## config.mk

```make
export PLATFORM = sky130hd
export DESIGN_NAME = mem_port_arbiter
export DESIGN_NICKNAME = d
export VERILOG_FILES = /design/src/rtl/mem_if_pkg.sv /design/src/rtl/rr_pick2.sv /design/src/rtl/mem_port_arbiter.sv
export SDC_FILE = /design/constraint.sdc
export NUM_CORES = 1
export LEC_CHECK = 0
export BUFFER_PORTS_ARGS = -buffer_cell sky130_fd_sc_hd__buf_2
export CAP_MARGIN = 20
export CORE_AREA = 4 4 531 533
export CTS_BUF_LIST = sky130_fd_sc_hd__clkbuf_8 sky130_fd_sc_hd__clkbuf_16
export CTS_CLUSTER_SIZE = 8
export DETAILED_ROUTE_END_ITERATION = 7
export DIE_AREA = 0 0 535 537
export HOLD_SLACK_MARGIN = 0.12
export MAX_ROUTING_LAYER = met4
export SETUP_SLACK_MARGIN = 0.1
export SLEW_MARGIN = 20
export SYNTH_ARGS = -nofsm -noshare
export SYNTH_HDL_FRONTEND = slang
export SYNTH_HIERARCHICAL = 1
export SYNTH_SLANG_ARGS = --single-unit
```

## constraint.sdc

```tcl
create_clock -name clk_i -period 1.8 [get_ports clk_i]
set_clock_uncertainty 0.05 [all_clocks]
set_input_delay 0.09 -clock clk_i [delete_from_list [all_inputs] [get_ports clk_i]]
set_output_delay 0.09 -clock clk_i [all_outputs]
set_load 0.02 [all_outputs]
```

## src/rtl/mem_if_pkg.sv

```systemverilog
// Shared definitions for the Data_Memory line-port arbiter: widths, FSM
// encoding and requester indices.
package mem_if_pkg;
  localparam int ADDR_W = 32;
  localparam int LINE_W = 256;

  typedef enum logic [1:0] {
    IDLE = 2'd0,
    BUSY = 2'd1,
    GAP  = 2'd2
  } arb_state_e;

  localparam logic REQ_I = 1'b0;
  localparam logic REQ_D = 1'b1;
endpackage

```

## src/rtl/rr_pick2.sv

```systemverilog
// Combinational 2-way round-robin selector: on a tie the requester that did
// not win last time is picked.
module rr_pick2
  import mem_if_pkg::*;
(
  input  logic req0,
  input  logic req1,
  input  logic last,
  output logic valid,
  output logic winner
);
  always_comb begin
    valid  = req0 | req1;
    winner = (req0 & req1) ? ~last : (req1 ? REQ_D : REQ_I);
  end
endmodule

```

## src/rtl/mem_port_arbiter.sv

```systemverilog
// Shares the single Data_Memory line port between the I-cache (m0) and
// D-cache (m1) controllers; request held until ack, watchdog on lost acks.
module mem_port_arbiter
  import mem_if_pkg::*;
#(
  parameter int ADDR_W  = mem_if_pkg::ADDR_W,
  parameter int LINE_W  = mem_if_pkg::LINE_W,
  parameter int TIMEOUT = 64,
  parameter int TO_W    = 7
) (
  input  logic              clk_i,
  input  logic              rst_i,
  input  logic              m0_req_i,
  input  logic              m0_write_i,
  input  logic [ADDR_W-1:0] m0_addr_i,
  input  logic [LINE_W-1:0] m0_data_i,
  output logic              m0_ack_o,
  input  logic              m1_req_i,
  input  logic              m1_write_i,
  input  logic [ADDR_W-1:0] m1_addr_i,
  input  logic [LINE_W-1:0] m1_data_i,
  output logic              m1_ack_o,
  output logic [LINE_W-1:0] rdata_o,
  output logic              mem_enable_o,
  output logic              mem_write_o,
  output logic [ADDR_W-1:0] mem_addr_o,
  output logic [LINE_W-1:0] mem_data_o,
  input  logic              mem_ack_i,
  input  logic [LINE_W-1:0] mem_data_i,
  output logic              owner_o,
  output logic              busy_o,
  output logic              err_o
);
  arb_state_e      state;
  logic [TO_W-1:0] wdog;
  logic            rr_last;
  logic            pick_valid;
  logic            pick_win;
  logic            ack_ok;

  rr_pick2 u_pick (
    .req0   (m0_req_i),
    .req1   (m1_req_i),
    .last   (rr_last),
    .valid  (pick_valid),
    .winner (pick_win)
  );

  // Acks only exist inside BUSY, so stray mem acks after abort/reset vanish.
  assign ack_ok   = (state == BUSY) && mem_ack_i;
  assign m0_ack_o = ack_ok && (owner_o == REQ_I);
  assign m1_ack_o = ack_ok && (owner_o == REQ_D);
  assign rdata_o  = mem_data_i;
  assign busy_o   = (state == BUSY);

  always_ff @(posedge clk_i) begin
    if (rst_i) begin
      state        <= IDLE;
      mem_enable_o <= 1'b0;
      mem_write_o  <= 1'b0;
      mem_addr_o   <= '0;
      mem_data_o   <= '0;
      owner_o      <= REQ_I;
      err_o        <= 1'b0;
      wdog         <= '0;
      rr_last      <= REQ_I;
    end else begin
      case (state)
        IDLE: begin
          if (pick_valid) begin
            mem_enable_o <= 1'b1;
            mem_write_o  <= pick_win ? m1_write_i : m0_write_i;
            mem_addr_o   <= pick_win ? m1_addr_i  : m0_addr_i;
            mem_data_o   <= pick_win ? m1_data_i  : m0_data_i;
            owner_o      <= pick_win;
            rr_last      <= pick_win;
            state        <= BUSY;
          end
        end
        BUSY: begin
          wdog <= wdog + 1'b1;
          if (mem_ack_i) begin
            mem_enable_o <= 1'b0;
            state        <= GAP;
          end else if (wdog == TO_W'(TIMEOUT - 1)) begin
            err_o        <= 1'b1;
            mem_enable_o <= 1'b0;
            state        <= GAP;
          end
        end
        GAP: begin
          // Dead cycle lets the served requester drop req before re-arbitration.
          wdog  <= '0;
          state <= IDLE;
        end
        default: state <= IDLE;
      endcase
    end
  end
endmodule

```

Word-level counts from Yosys, hierarchy flattened:

Cells that the tools add are included.

* bits in registers: 301
* bits of input ports: 839
* output and inout bits: 551
* logic and storage cells: 42

* add/sub/neg operators: 1
* equal/unequal tests: 5
* muxes and demuxes: 14
* bitwise gates (word level): 4
* reductions and logical operators: 10

Operators by type and width (number)
* $mux W256: 1
* $mux W32: 1
* $pmux W7 S2: 1
* $add A7 B1 Y7 const B: 1
* $eq A7 B6 Y1 const B: 1
* $mux W1: 6
* $mux W2: 3
* $reduce_and A3 Y1: 2
* $pmux W2 S2: 1
* $reduce_and A2 Y1: 2
* $reduce_bool A2 Y1: 2
* $logic_and A1 B1 Y1: 3
* $ne A3 B2 Y1 const B: 1
* $eq A2 B1 Y1 const B: 1
* $eq A2 B2 Y1 const B: 1
* $logic_not A2 Y1: 1
* $ne A2 B2 Y1 const B: 1
* $not A1 Y1: 2
* $pmux W1 S2: 1
* $and A1 B1 Y1: 1
* $or A1 B1 Y1: 1

Depth between registers and ports, before layout:

Gate-level depths: netlist of run 1.

* depth in word-level cells: 4
* gate-level depth with buffers: 9
* depth with buffers taken out: 6

Cells and area by module:

The synthesis of run 1 kept the hierarchy.

Modules (own cells, without submodules)
* mem_port_arbiter: times used 1, cells each 1611, area an instance 15477.3 µm², sequential area each 6025.8 µm²
* rr_pick2: times used 1, cells each 2, area an instance 13.8 µm², sequential area each 0.0 µm²

Worst setup path after synthesis of run 1:

Ideal clock, no wire load.

* path type: register to register
* from: reg state[0]
* to: reg mem_data_o[239]
* library setup time: 146 ps
* data arrival time: 1470 ps
* data required time: 1604 ps
* path slack: 134 ps
* cell stages (with the launch flop): 10
* buffers on the path: 4
* period minus slack after synthesis: 1666 ps
* path through: dfxtp_1 -> inv_1 -> ha_1 -> and2_1 -> buf_2 -> buf_6 -> buf_4 -> buf_4 -> nor2_1 -> a211oi_2

* word-level cells in the longest chain between the ends: 2

RTL lines
* start, declared: line mem_port_arbiter.sv:34 `arb_state_e state;`
* start signal, assigned: line mem_port_arbiter.sv:58 `state <= IDLE;`
* start signal, assigned: line mem_port_arbiter.sv:77 `state <= BUSY;`
* start signal, assigned: line mem_port_arbiter.sv:84 `state <= GAP;`
* $logic_not A2 Y1: line mem_port_arbiter.sv:68 `case (state)`
* $reduce_and A2 Y1 (no source line)
* end signal, assigned: line mem_port_arbiter.sv:74 `mem_data_o <= pick_win ? m1_data_i : m0_data_i;`
* end, declared: line mem_port_arbiter.sv:27 `output logic [LINE_W-1:0] mem_data_o,`

No other way between the ends.
A chain may end at the register's enable or synchronous reset.

Worst setup path in the final report of run 1:

* from: reg rr_last
* to: reg mem_data_o[60]

* word-level cells in the longest chain between the ends: 3

RTL lines
* start, declared: line mem_port_arbiter.sv:36 `logic rr_last;`
* start signal, assigned: line mem_port_arbiter.sv:76 `rr_last <= pick_win;`
* $not A1 Y1: line rr_pick2.sv:14 `winner = (req0 & req1) ? ~last : (req1 ? REQ_D : REQ_I);`
* $mux W1: line rr_pick2.sv:14
* net pick_win: line mem_port_arbiter.sv:38 `logic pick_win;`
* $mux W256: line mem_port_arbiter.sv:74

The timed path passes the listed nets, and every way through them passes these cells.

==> results.yml, run 1 <==
routing:
  avgViaCountPerCell: 2.82
  postRouteAntennaNets: 0
  via_count: 19123
  drtIter0Drc: 820
  firstDrtPassIters: 5
  wirelength_um: 178000
  wire_per_inst_um: 26.2
  drc_errors: 0
synthesis:
  syn_area_per_cell_sq_um: 9.60
  yosysSeqAreaShare_pct: 38.9
  yosysTopAreaCellShare_pct: 38.9
  netlist_top_cells_area: "dfxtp_1, mux2i_1, buf_4, a211oi_1, nor2_1"
  synth_edf_count: 0
  syn_area_sq_mm: 0.0155
  synth-main-ff-cell: "dfxtp_1"
  synth_top_area_cell: "dfxtp_1"
  synthArstFlopShare_pct: 0
  synth.distinct_cells: 30
  yosysWarnings: 6
  synth_nets: 2458
  ys_ff_latch: 301
  synthCells: 1613
global_routing:
  grt_pass1_wl_um: 211000
  grtUsageTotal_pct: 11.8
  grt_max_degree: 51
  overflow: 0
  grt_pass1_vias: 19671
  antenna_found_initial: 113
flow_run:
  max-cap-violations: 0
setup_path:
  startpoint_type: "flip-flop"
  cp_data_required_time_ns: 2.27
  critPathKind: "flip-flop to flip-flop"
  critPathMaxFanout: 8
  cp.arrival_ns: 2.34
  cp-end-kind: "flip-flop"
place:
  place_ws_ns: -0.182
  portBuffers: 877
  dp_hpwl_um: 139000
  gp_congestion: 0.845
floorplanning:
  start_util_pct: 5.60
  ios: 1390
  die_x_um: 535
  die_h_um: 537
  dieArea_sq_mm: 0.287
  core-area_sq_mm: 0.276
  rows: 193
timing:
  max_slew_margin_pct: 69.2
  final.setup.worst_slack_ns: -0.0762
  report.final.hold_viol_count: 0
  worstMarginPinSlew_ns: 0.466
  fin_hold_ws_ns: 0.130
  finalSetupViolCount: 28
  fin_crit_ns: 1.88
  fmax_mhz: 533
  finalMaxSlewViolations: 0
  period_share_pct: 104
  rsz0062_at_grt: "yes"
cells_and_area:
  finish.utilization_pct: 12.9
  fin_nets: 3850
  fillers: 31009
  area_growth_pct: 131
  drive_above_1_share_pct: 52.1
clock_tree:
  cts_tree: "done"
  h-tree-depth: 2
  cts_buffers: 45
  cts_root_buf: "clkbuf_16"
  clk_latency_ns: 0.65
  cts.sinks: 301
  clkTransAtPathRegs_ns: 0.05
  clock_path_buffers: 3
power_and_ir_drop:
  p_leak_uw: 0.0144
  powerDensity_mw_per_mm2: 1280
  vdd_ir_drop_max_v: 0.000802
hold_path:
  hp-class: "primary input to primary output"
run_status:
  violations: "negative setup slack"
  status: "complete, but fails checks"
-- final timing paths --
check / start / end / slack [ns] / cells after the start
worst min register to register: mem_data_o[147]$_SDFFE_PP0P_ / mem_data_o[147]$_SDFFE_PP0P_ / 0.44 / 2
worst min-delay path: mem_data_i[140] / rdata_o[140] / 0.13 / 0
worst max-delay path: rr_last$_SDFFE_PP0P_ / mem_data_o[60]$_SDFFE_PP0P_ / -0.08 / 9
worst max register to register: rr_last$_SDFFE_PP0P_ / mem_data_o[60]$_SDFFE_PP0P_ / -0.08 / 9
-- routing by layer --
metal | vias to the layer above | global-route usage (%) | wire (um)
li1 | 8300 | - | -
met1 | 8933 | 11.7 | 62300
met2 | 1416 | 17.8 | 78500
met3 | 474 | 8.17 | 28500
met4 | 0 | 4.82 | 8400
met5 | - | - | 0
-- repair_timing --
action / CTS / global route
cloned: 30 / 32
pin swaps: 44 / 147
hold buffers: 582 / 0
hold endpoints to repair: 300 / 0
buffers inserted: 43 / 25
resized for setup: 319 / 308
setup endpoints to repair: 132 / 292
-- cell type report --
type / instances / area, sq um / share of cell area (%)
repair buffers: 1732 / 14800 / 41.3
multi-input cells: 922 / 8880 / 24.8
flip-flops and latches: 301 / 6030 / 16.9
well taps: 3705 / 4640 / 13.0
clock buffers: 51 / 1210 / 3.38
diodes: 48 / 120 / 0.336
clock inverters: 8 / 86.3 / 0.241
inverters: 3 / 11.3 / 0.0315
-- report_power, final --
part	leakage [uW]	switching (uW)	internal [uW]
sequential	0.00250	1230	8860
clock	0.000651	3630	4700
combinational	0.0112	15700	11600
total	0.0144	20600	25100
-- critical path, stage by stage (launching register included) --
cell	delay (ns)
dfxtp_2	0.33
a21boi_4	0.14
buf_12	0.13
buf_12	0.12
buf_8	0.11
buf_16	0.17
buf_12	0.16
buf_12	0.15
mux2i_4	0.24
a211oi_2	0.09
-- sequential cells by signal (all words and copies together), names as in the netlist --
name,flops
state,2
wdog,7
err_o,1
mem_enable_o,1
mem_data_o,256
rr_last,1
mem_write_o,1
mem_addr_o,32
-- cell usage after synthesis, drive strengths merged (2+ instances only) --
| cell type | instances |
|---|---|
| o21ai | 2 |
| mux2i | 292 |
| nand2b | 5 |
| or3 | 2 |
| nor2b | 2 |
| a21oi | 4 |
| dfxtp | 301 |
| a211oi | 290 |
| xor2 | 3 |
| nand4 | 2 |
| ha | 6 |
| clkbuf | 24 |
| buf | 363 |
| inv | 3 |
| nor2 | 298 |
| nand2 | 7 |
-- logic make-up after synthesis --
logic type,Yosys count,synth area share (%)
mux,292,18.9
xor+xnor,3,0.170
compound gates,300,16.8
buf+inv,390,16.8
simple gates,321,8.07
fa+ha+maj,6,0.485
flops,301,38.9
-- cells in the final DEF, fill, tap and decap left out, drive strengths merged --
cell type / count
a41oi: 1
or2: 1
a21boi: 1
and4b: 1
a211oi: 290
mux2i: 292
o21ai: 2
nor2b: 2
nand2b: 5
dfxtp: 301
and3: 1
nand2: 7
bufbuf: 4
clkinv: 3
clkbuf: 81
a221oi: 1
a21oi: 4
ha: 6
nand4: 2
diode: 48
or3: 2
nand3b: 1
xor2: 3
a21o: 1
inv: 8
nor2: 298
buf: 1116
and2: 1
dlygate4sd3: 582
-- stage by stage --
step	TNS, ns	total power (uW)	cells	instance area [sq um]
final	-0.790	45700	6770	35800
after global routing	-11.16	48600	6761	35700
after CTS	-2.06	43100	6668	33100
after detailed placement	-1.93	28800	5955	23400
after global placement	-1.91	28700	5955	23400
after floorplan	0	19700	1613	15500
Power figures use the tool's default switching activity.
==> run 2: changes to the inputs <==
--- a/config.mk
+++ b/config.mk
@@ -5,13 +5,13 @@
 export SDC_FILE = /design/constraint.sdc
 export NUM_CORES = 1
 export LEC_CHECK = 0
-export BUFFER_PORTS_ARGS = -buffer_cell sky130_fd_sc_hd__buf_2
 export CAP_MARGIN = 20
-export CORE_AREA = 4 4 531 533
+export CORE_AREA = 4 4 543 545
 export CTS_BUF_LIST = sky130_fd_sc_hd__clkbuf_8 sky130_fd_sc_hd__clkbuf_16
 export CTS_CLUSTER_SIZE = 8
 export DETAILED_ROUTE_END_ITERATION = 7
-export DIE_AREA = 0 0 535 537
+export DIE_AREA = 0 0 547 549
+export DONT_BUFFER_PORTS = 1
 export HOLD_SLACK_MARGIN = 0.12
 export MAX_ROUTING_LAYER = met4
 export SETUP_SLACK_MARGIN = 0.1
==> run 2 against run 1 <==
- the run ends with negative hold slack, max-slew violations, negative setup slack left
- die area grew 4.5%
- non-clock buffer count down 999
- hold slack worse by 0.62 ns
- sequential share of layout area is 3.8 points higher
- worst setup slack worse by 0.077 ns
- sequential power grew 13%
- sequential cell count unchanged
- clock power up 3.5%
- via count decreased by 18%
- global-route usage rose by 1.1 points
- critical endpoint is now mem_addr_o[24]$_SDFFE_PP0P_
- highest routed layer unchanged
==> results.yml, run 2 (synthesized netlist as in run 1, its figures left out) <==
run_status:
  status: "complete, but fails checks"
  violations: "negative hold slack, max-slew violations, negative setup slack"
routing:
  wirelength_um: 201000
  via_count: 15683
  firstDrtPassIters: 5
  avgViaCountPerCell: 2.64
  drc_errors: 0
  drtIter0Drc: 1273
  wire_per_inst_um: 33.8
  wl_met1_um: 47600
  met3WireLength_um: 57700
  postRouteAntennaNets: 0
  top_layer: "met4"
  wl_met2_um: 82500
cells_and_area:
  drive_above_1_share_pct: 38.1
  fin_area_sq_mm: 0.0292
  regMostFlops: "mem_data_o"
  area_growth_pct: 88.3
  largest_reg_flops: 256
  fin_nets: 2851
  layout_commonest_cell: "dlygate4sd3_1"
  layout_common_cells: "dlygate4sd3_1, dfxtp_1, nor2_1"
  top_regs: "mem_data_o x256, mem_addr_o x32, wdog x7"
setup_path:
  startpoint_type: "flip-flop"
  crit_chain: "a21boi_4 > buf_12 > buf_16 > buf_16 > buf_4 > buf_12 > mux2i_4 > a211oi_2"
  max_stage_delay_ns: 0.34
  slowest_stage: "dfxtp_2"
  cp.arrival_ns: 2.42
  critPathKind: "flip-flop to flip-flop"
  critPathMaxFanout: 8
  cp-end-kind: "flip-flop"
  cp_data_required_time_ns: 2.27
global_routing:
  grt_pass1_wl_um: 229000
  grt_max_degree: 300
  antenna_found_initial: 86
  grtUsageTotal_pct: 12.8
  grt_pass1_vias: 15477
  overflow: 0
timing:
  max_slew_margin_pct: -14.6
  finalSetupViolCount: 174
  period_share_pct: 109
  worstMarginPinSlew_ns: 1.72
  final.setup.worst_slack_ns: -0.154
  finalMaxSlewViolations: 91
  rsz0062_at_grt: "yes"
  fin_hold_ws_ns: -0.494
  fmax_mhz: 512
  fin_crit_ns: 1.95
  report.final.hold_viol_count: 178
place:
  dp_hpwl_um: 169000
  placed_area_sq_mm: 0.0202
  gp_congestion: 0.943
  portBuffers: 0
floorplanning:
  ios: 1390
  dieArea_sq_mm: 0.300
  die_h_um: 549
  core-area_sq_mm: 0.290
  rows: 198
  start_util_pct: 5.34
  die_x_um: 547
clock_tree:
  cts_root_buf: "clkbuf_16"
  cts_buffers: 45
  clk_latency_ns: 0.68
  cts_tree: "done"
  h-tree-depth: 2
  clkTransAtPathRegs_ns: 0.05
  cts.sinks: 301
  clock_path_buffers: 3
hold_path:
  hp-class: "primary input to flip-flop"
power_and_ir_drop:
  total_power_uw: 45200
  vdd_ir_drop_max_v: 0.000917
  powerDensity_mw_per_mm2: 1550
  p_leak_uw: 0.0101
flow_run:
  max-cap-violations: 0
[run 2: routing by layer]
layer / vias up / track usage [%]
li1: 6294 / -
met1: 7242 / 8.62
met2: 1530 / 18.1
met3: 617 / 16.6
met4: 0 / 6.78
met5: - / -
[run 2: final cells by class]
class                      count  area, sq um
fill                       32966       261000
multi-input combinational    922         8510
timing repair buffer         733         8390
sequential                   301         6030
tap                         3900         4880
clock buffer                  47         1150
clock inverter                 8          119
antenna                       34         85.1
inverter                       3         11.3
[run 2: path summary, 6_finish.rpt]
kind / start / to / slack (ns) / depth (start not counted)
setup / recovery: rr_last$_SDFFE_PP0P_ / mem_addr_o[24]$_SDFFE_PP0P_ / -0.15 / 8
hold reg to reg: mem_data_o[190]$_SDFFE_PP0P_ / mem_data_o[190]$_SDFFE_PP0P_ / 0.45 / 2
hold / removal: rst_i / mem_addr_o[27]$_SDFFE_PP0P_ / -0.49 / 1
setup reg to reg: rr_last$_SDFFE_PP0P_ / mem_addr_o[24]$_SDFFE_PP0P_ / -0.15 / 8
[run 2: where the power goes]
| part | internal (uW) | total [uW] | switching, uW |
|---|---|---|---|
| logic | 10600 | 25200 | 14600 |
| clock network | 4890 | 8620 | 3730 |
| registers | 8870 | 11400 | 2520 |
| total | 24400 | 45200 | 20800 |
[run 2: critical path, delay by kind of cell, from the launching register on]
kind,cells,cell delay [ns]
AO/OA/AOI/OAI,2,0.32
buffers and inverters,5,0.74
flip-flops,1,0.34
multiplexers,1,0.28
[run 2: per-stage QoR]
| step | util (%) | setup WS (ns) | cells | TNS, ns | hold WS, ns |
|---|---|---|---|---|---|
| after detailed placement | 6.97 | -0.337 | 5400 | -5.10 | 0.130 |
| after CTS | 9.38 | -0.137 | 5842 | -7.60 | -0.627 |
| after global routing | 10.0 | -0.177 | 5935 | -12.62 | -0.582 |
| after global placement | 6.97 | -1.21 | 5400 | -2.58 | 0.130 |
| after floorplan | - | 0.134 | 1613 | 0 | 0.243 |
| final | 10.1 | -0.154 | 5948 | -8.51 | -0.494 |
[run 2: timing repair]
item,CTS,global route
endpoints found under the setup margin,260,297
hold endpoints to repair,301,295
cloned,35,11
resized for setup,247,236
pin swaps,25,77
hold buffers,306,49
buffers inserted,46,17
